<file path="src/rtl/bcd_2_bin_pkg.sv">
// Shared state encoding, sizing constants and digit-range helper for the BCD to binary converter.
package bcd_2_bin_pkg;

    localparam int DIGITS = 3;
    localparam int BIN_W  = 10;
    localparam int N_ITER = 10;
    localparam int DIG_W  = DIGITS * 4;
    localparam int CNT_W  = 4;

    typedef enum logic [1:0] {
        ST_IDLE = 2'b00,
        ST_OP   = 2'b01,
        ST_DONE = 2'b10
    } state_t;

    function automatic logic any_digit_invalid(input logic [DIG_W-1:0] digits);
        logic bad;
        bad = 1'b0;
        for (int i = 0; i < DIGITS; i++) begin
            if (digits[4*i +: 4] > 4'd9) begin
                bad = 1'b1;
            end
        end
        return bad;
    endfunction

endpackage

</file>
<file path="src/rtl/bcd_digit_adj.sv">
// Reverse double-dabble digit correction: subtracts 3 from a shifted digit that landed at 8 or above.
module bcd_digit_adj (
    input  logic [3:0] i_dig,
    output logic [3:0] o_dig
);

    assign o_dig = (i_dig >= 4'd8) ? (i_dig - 4'd3) : i_dig;

endmodule

</file>
<file path="src/rtl/bcd_2_bin.sv">
// Three-digit BCD to 10-bit binary converter using iterative reverse double-dabble.
// Valid requests take 10 op cycles then one done cycle; out-of-range digits skip straight to done with err set.
module bcd_2_bin
    import bcd_2_bin_pkg::*;
(
    input  logic             clk,
    input  logic             reset,
    input  logic             start,
    input  logic [3:0]       bcd2,
    input  logic [3:0]       bcd1,
    input  logic [3:0]       bcd0,
    output logic             ready,
    output logic             done_tick,
    output logic             err,
    output logic [BIN_W-1:0] bin
);

    state_t             r_state;
    state_t             w_state_next;
    logic [DIG_W-1:0]   r_digits;
    logic [DIG_W-1:0]   w_digits_next;
    logic [BIN_W-1:0]   r_bin;
    logic [BIN_W-1:0]   w_bin_next;
    logic [CNT_W-1:0]   r_cnt;
    logic [CNT_W-1:0]   w_cnt_next;
    logic [CNT_W-1:0]   w_cnt_dec;
    logic               r_err;
    logic               w_err_next;

    logic [DIG_W-1:0]       w_in_digits;
    logic                   w_in_bad;
    logic [DIG_W+BIN_W-1:0] w_shift;
    logic [DIG_W-1:0]       w_adj;

    assign w_in_digits = {bcd2, bcd1, bcd0};
    assign w_in_bad    = any_digit_invalid(w_in_digits);
    assign w_cnt_dec   = r_cnt - 4'd1;

    // Digits and binary accumulator shift as one word so the units LSB falls into bin[MSB].
    assign w_shift = {r_digits, r_bin} >> 1;

    for (genvar g = 0; g < DIGITS; g++) begin : g_adj
        bcd_digit_adj u_adj (
            .i_dig (w_shift[BIN_W + 4*g +: 4]),
            .o_dig (w_adj[4*g +: 4])
        );
    end

    always_ff @(posedge clk or posedge reset) begin
        if (reset) begin
            r_state <= ST_IDLE;
        end else begin
            r_state <= w_state_next;
        end
    end

    always_comb begin
        w_state_next = ST_IDLE;
        case (r_state)
            ST_IDLE: begin
                if (start) begin
                    w_state_next = w_in_bad ? ST_DONE : ST_OP;
                end else begin
                    w_state_next = ST_IDLE;
                end
            end
            ST_OP:   w_state_next = (w_cnt_dec == '0) ? ST_DONE : ST_OP;
            ST_DONE: w_state_next = ST_IDLE;
            default: w_state_next = ST_IDLE;
        endcase
    end

    always_comb begin
        ready     = (r_state == ST_IDLE);
        done_tick = (r_state == ST_DONE);
    end

    always_comb begin
        w_digits_next = r_digits;
        w_bin_next    = r_bin;
        w_cnt_next    = r_cnt;
        w_err_next    = r_err;
        case (r_state)
            ST_IDLE: begin
                if (start) begin
                    w_digits_next = w_in_digits;
                    w_bin_next    = '0;
                    w_cnt_next    = CNT_W'(N_ITER);
                    w_err_next    = w_in_bad;
                end
            end
            ST_OP: begin
                w_digits_next = w_adj;
                w_bin_next    = w_shift[BIN_W-1:0];
                w_cnt_next    = w_cnt_dec;
            end
            default: ;
        endcase
    end

    always_ff @(posedge clk or posedge reset) begin
        if (reset) begin
            r_digits <= '0;
            r_bin    <= '0;
            r_cnt    <= '0;
            r_err    <= 1'b0;
        end else begin
            r_digits <= w_digits_next;
            r_bin    <= w_bin_next;
            r_cnt    <= w_cnt_next;
            r_err    <= w_err_next;
        end
    end

    assign err = r_err;
    assign bin = r_bin;

    // Every valid digit must have been fully drained into bin by the time done is reached.
    a_digits_drained: assert property (@(posedge clk) disable iff (reset)
        (r_state == ST_DONE && !r_err) |-> (r_digits == '0));

endmodule

</file>
<file path="config.mk">
export PLATFORM = sky130hd
export DESIGN_NAME = bcd_2_bin
export DESIGN_NICKNAME = d
export VERILOG_FILES = /design/src/rtl/bcd_2_bin_pkg.sv /design/src/rtl/bcd_digit_adj.sv /design/src/rtl/bcd_2_bin.sv
export SDC_FILE = /design/constraint.sdc
export NUM_CORES = 1
export LEC_CHECK = 0
export ABC_CLOCK_PERIOD_IN_PS = 2600
export CORE_MARGIN = 2
export CORE_UTILIZATION = 44
export CTS_CLUSTER_DIAMETER = 60
export CTS_CLUSTER_SIZE = 14
export DETAILED_ROUTE_END_ITERATION = 8
export PLACE_DENSITY = 0.68
export SLEW_MARGIN = 20
export SYNTH_ARGS = -nofsm -noshare
export SYNTH_HDL_FRONTEND = slang
export SYNTH_SLANG_ARGS = --single-unit
</file>
<file path="constraint.sdc">
create_clock -name clk -period 2.6 [get_ports clk]
set_input_delay 0.39 -clock clk [delete_from_list [all_inputs] [get_ports clk]]
set_output_delay 0.39 -clock clk [all_outputs]
set_load 0.03 [all_outputs]
</file>
Yosys cells after proc, flatten, opt, wreduce, memory -nomap -nowiden --
Cells that the tools add are included.
Storage, ports and cells: memories 0, output and inout bits 13, word-level logic and storage cells 39, RAM bits 0, ROM bits 0, bits in latches 0, flip-flop bits (word level) 29
Operators by class: bitwise operators 0, reductions and logical operators 5, equality and inequality tests 3, order comparisons 6, divide/modulo/power cells 0, $mul 0, muxes and demuxes 16, shifts and indexed selects 0, add/subtract/negate cells 4
Operator list (count):
- 12-bit case mux with 2 select lines | 1
- 10-bit case mux with 2 select lines | 1
- 4-bit 2-to-1 mux | 4
- 4-bit greater-than comparator (second input constant) | 3
- 12-bit 2-to-1 mux | 1
- 10-bit 2-to-1 mux | 1
- 4-bit greater-or-equal comparator (second input constant) | 2
- 4-bit case mux with 2 select lines | 1
- 4-bit by 2-bit subtractor with 4-bit output (second input constant) | 2
- 2-bit 2-to-1 mux | 3
- 3-bit by 4-bit greater-or-equal comparator with 1-bit output (second input constant) | 1
- 4-bit logical NOT | 1
- 2-bit case mux with 2 select lines | 1
- 2-bit AND reduction | 2
- 3-bit by 2-bit subtractor with 4-bit output (second input constant) | 1
- 4-bit by 1-bit subtractor with 4-bit output (second input constant) | 1
- 1-bit 2-to-1 mux | 3
- 2-bit by 1-bit == test with 1-bit output (second input constant) | 1
- 2-bit == test (second input constant) | 1
- 2-bit logical NOT | 1
- 2-bit inequality test (second input constant) | 1
- 2-bit nonzero test | 1

Longest topological paths before layout --
word-level depth 7, depth in mapped cells 5, mapped depth without buffers 5

Cells and area by module --
A second synthesis with hierarchy kept.
Second synthesis, totals: cell total of the unflattened synthesis 178, area, all modules 1635.3 µm²
Modules (own cells, without submodules):
- bcd_2_bin | times used 1, area each 1406.3 µm², cells an instance 145
- bcd_digit_adj | times used 3, area each 76.3 µm², cells an instance 11

Least setup slack after synthesis --
No wires, ideal clock.
kind register -> output, start reg r_state[1], end out done_tick, path slack 1183 ps, stages on the path, launching flop included 3, path buffers 1, arrival time 1027 ps, path through dfrtp_1 buf_2 nor2b_1
Between the ends: longest elaborated chain between the ends 1
RTL lines:
- start, declared | line bcd_2_bin.sv:18 | state_t r_state;
- start signal, assigned | line bcd_2_bin.sv:53 | r_state <= w_state_next;
- 2-bit == test | line bcd_2_bin.sv:75 | done_tick = (r_state == ST_DONE);
- end, declared | line bcd_2_bin.sv:13 | output logic done_tick,
No other way between the ends.

Final worst setup path --
Ends and elaborated chain as after synthesis.

==> flow_summary.json <==
{
  "pwr-share-clk_pct": 18.9,
  "drc_errors": 0,
  "final_cell_mix": "nand2_1 (31), dfrtp_1 (29), clkdlybuf4s50_1 (27)",
  "leakage_component_of_the_power_nw": 0.905,
  "postSynthRegisterBits": 29,
  "timing.critical_path.from_type": "flop",
  "count_of_input_and_output_buffers": 27,
  "max_slew_violation_count": 0,
  "detailed_place.area_mm2": 0.00183,
  "wirelength_met1_um": 1470,
  "average_routed_wire_per_standard_cell_um": 13.7,
  "total_detailed_routing_wirelength_um": 3230,
  "layout_commonest_cell": "nand2_1",
  "synthToLayoutAreaGrowth_pct": 26.2,
  "pwr-share-seq_pct": 39.4,
  "final_period_minus_worst_setup_slack_ns": 2.20,
  "highest_net_fanout_along_the_worst_path": 14,
  "cts_setup_buffers": 0,
  "worst_path_max_delay_cell": "clkdlybuf4s50_1",
  "timing.critical_path.cells": "nor2b_1, clkdlybuf4s50_1",
  "postSynthNetCount": 180,
  "average_cell_area_after_synthesis_um2": 9.54,
  "cts_htree_levels": 2,
  "setup.reg_to_reg.worst_slack_ns": 0.83,
  "max_stage_delay_ns": 0.68,
  "worst_ep_required_time_ns": 2.21,
  "crit_path_end_kind": "output port",
  "clock_sinks": 29,
  "power_switching_uw": 815,
  "max_cap_viol_count": 0,
  "clk_latency_ns": 0.33,
  "synthesis.area_mm2": 0.00152,
  "via_count": 1236,
  "resized_gates_after_cts": 0,
  "internal_power_mw": 1.25,
  "timing.slew.headroom_pct": 55.3,
  "worst_r2r_startpoint": "r_state[0]",
  "final_design_area_no_fill_mm2": 0.00191,
  "detailedPlacementHpwl_um": 2310,
  "layout.filler_cells": 300,
  "grt_setup_unrepaired": "no",
  "post_drt_via_cell_ratio": 5.24,
  "yosysWarnings": 0,
  "postSynthCellCount": 159,
  "floorplan.core_area_mm2": 0.00331,
  "tritoncts": "built",
  "drt_pre_antenna_iters": 4,
  "final_antenna_net_count": 0,
  "grt_antenna_before_repair": 0,
  "wl_met3_um": 149,
  "worst_vdd_drop_v": 0.000515,
  "timing.setup.critical_path_class": "flop to output port",
  "synth_edf_count": 0,
  "final-hold-violation-count": 0,
  "timing.reg2reg.worst_path_depth": 3,
  "yosysSeqAreaShare_pct": 47.9,
  "power.switching_fraction_pct": 39.4,
  "cts_inserted_buffers": 5,
  "power_per_cell_area_mw_per_mm2": 1080,
  "crit_arrival_ns": 1.81,
  "floorplan.die_area_mm2": 0.00393,
  "antenna-diode-count": 0,
  "clkSlewWorstSetupHoldPaths_ns": 0.09,
  "worstMarginPinSlew_ns": 0.670,
  "met2_wirelength_um": 1550,
  "cts-root-buf": "clkbuf_4",
  "finalNetCount": 210,
  "highest-signal-layer": "met4",
  "worstReg2RegEnd": "r_digits[7]",
  "io_pins": 28,
  "max_clock_freq_mhz": 454,
  "yosys.cell_types.count": 36,
  "die-height_um": 62.7,
  "placementRows": 21,
  "grt_pass1_wl_um": 5710,
  "drive_above_1_share_pct": 7.89,
  "setup_viol_count_final": 0,
  "min_delay_worst_type": "input pin to async pin",
  "ctsHoldBuffers": 0,
  "final_cycle_share_pct": 84.7,
  "cts.path.max_buffers": 2,
  "initial_utilization_pct": 45.8,
  "part_of_the_total_power_dissipated_in_combinational_logic_pct": 41.7,
  "first_global_vias": 1225,
  "final.setup.tns_ns": 0,
  "grt_start_max_net_pins": 30,
  "async_flop_share_pct": 100,
  "floorplan.die.width_um": 62.7,
  "dominantRegCellSynth": "dfrtp_1",
  "global_route.overflow_total": 0,
  "clock-skew-final_ns": 0.00375,
  "grt_use_total_pct": 18.6,
  "drt_iter0_markers": 69,
  "gp_routability_congestion": 0.808,
  "run_status": "finished, final reports clean"
}
[per-stage QoR]
stage | utilization [%] | instances | total power [mW] | setup slack [ns] | hold WS [ns]
after floorplan | - | 159 | 1.43 | 1.18 | 0.440
after global placement | 55.2 | 228 | 1.64 | 0.528 | 0.465
after detailed placement | 55.2 | 228 | 1.69 | 0.481 | 0.472
after CTS | 57.8 | 236 | 2.08 | 0.379 | 0.448
after global routing | 57.8 | 236 | 2.24 | 0.300 | 0.472
final | 57.8 | 236 | 2.07 | 0.399 | 0.431
[power groups by stage]
| stage | sequential [mW] | clock [mW] | combinational, mW |
|---|---|---|---|
| final | 0.814 | 0.391 | 0.863 |
| after CTS | 0.813 | 0.396 | 0.873 |
| after global placement | 0.809 | 0 | 0.835 |
| after global routing | 0.845 | 0.421 | 0.972 |
| after detailed placement | 0.819 | 0 | 0.875 |
| after floorplan | 0.801 | 0 | 0.627 |
[per-layer routing]
layer | GRT usage [%] | vias to the layer above
li1 | - | 607
met1 | 23.7 | 589
met2 | 29.4 | 32
met3 | 5.59 | 8
met4 | 8.06 | 0
met5 | 0 | -
[sequential cells by signal, summed over array words and instances (netlist names)]
signal    flops
r_digits     12
bin          10
r_cnt         4
err           1
r_state       2
[synthesized netlist by cell type, drive strengths merged, types with 3 or more instances]
library cell	n	area (µm²)
nand2	31	116
dfrtp	29	726
nand3	13	65.1
buf	8	46.3
inv	7	26.3
mux2i	7	70.1
o21ai	7	35.0
ha	6	75.1
nor2	6	22.5
a21oi	4	20.0
a31oi	4	25.0
xnor2	4	35.0
nor2b	3	18.8
nor3b	3	27.5
o21a	3	22.5
[worst max-delay path by stage]
stage                  endpoint  slack [ns]  cells past startpoint       start
floorplan             done_tick        1.18                      2  r_state[1]
global placement    r_digits[3]        0.53                      4       start
detailed placement  r_digits[7]        0.48                      4       start
CTS                   done_tick        0.38                      2  r_state[1]
global route          done_tick        0.30                      2  r_state[1]
finish                done_tick        0.40                      2  r_state[1]
[kinds of logic after synthesis]
group | synth area share [%]
compound gates | 13.0
fa+ha+maj | 4.95
buf+inv | 4.79
mux | 4.62
flops | 47.9
simple gates | 22.4
xor+xnor | 2.31
[worst max-delay path: cells and delay by family, from the launching register on]
kind	cells	cell delay [ns]
buffers and inverters	1	0.68
DFF	1	0.62
and+or+nand+nor	1	0.18
[cell type report]
cell class	instances	area, µm²	area share, %
Timing Repair Buffer	31	300	15.7
Clock buffer	7	55.1	2.88
Clock inverter	1	30.0	1.57
Sequential cell	29	726	37.9
Inverter	7	26.3	1.37
Tap cell	46	57.6	3.01
Multi-Input combinational cell	115	718	37.5
Power figures use the tool's default switching activity.
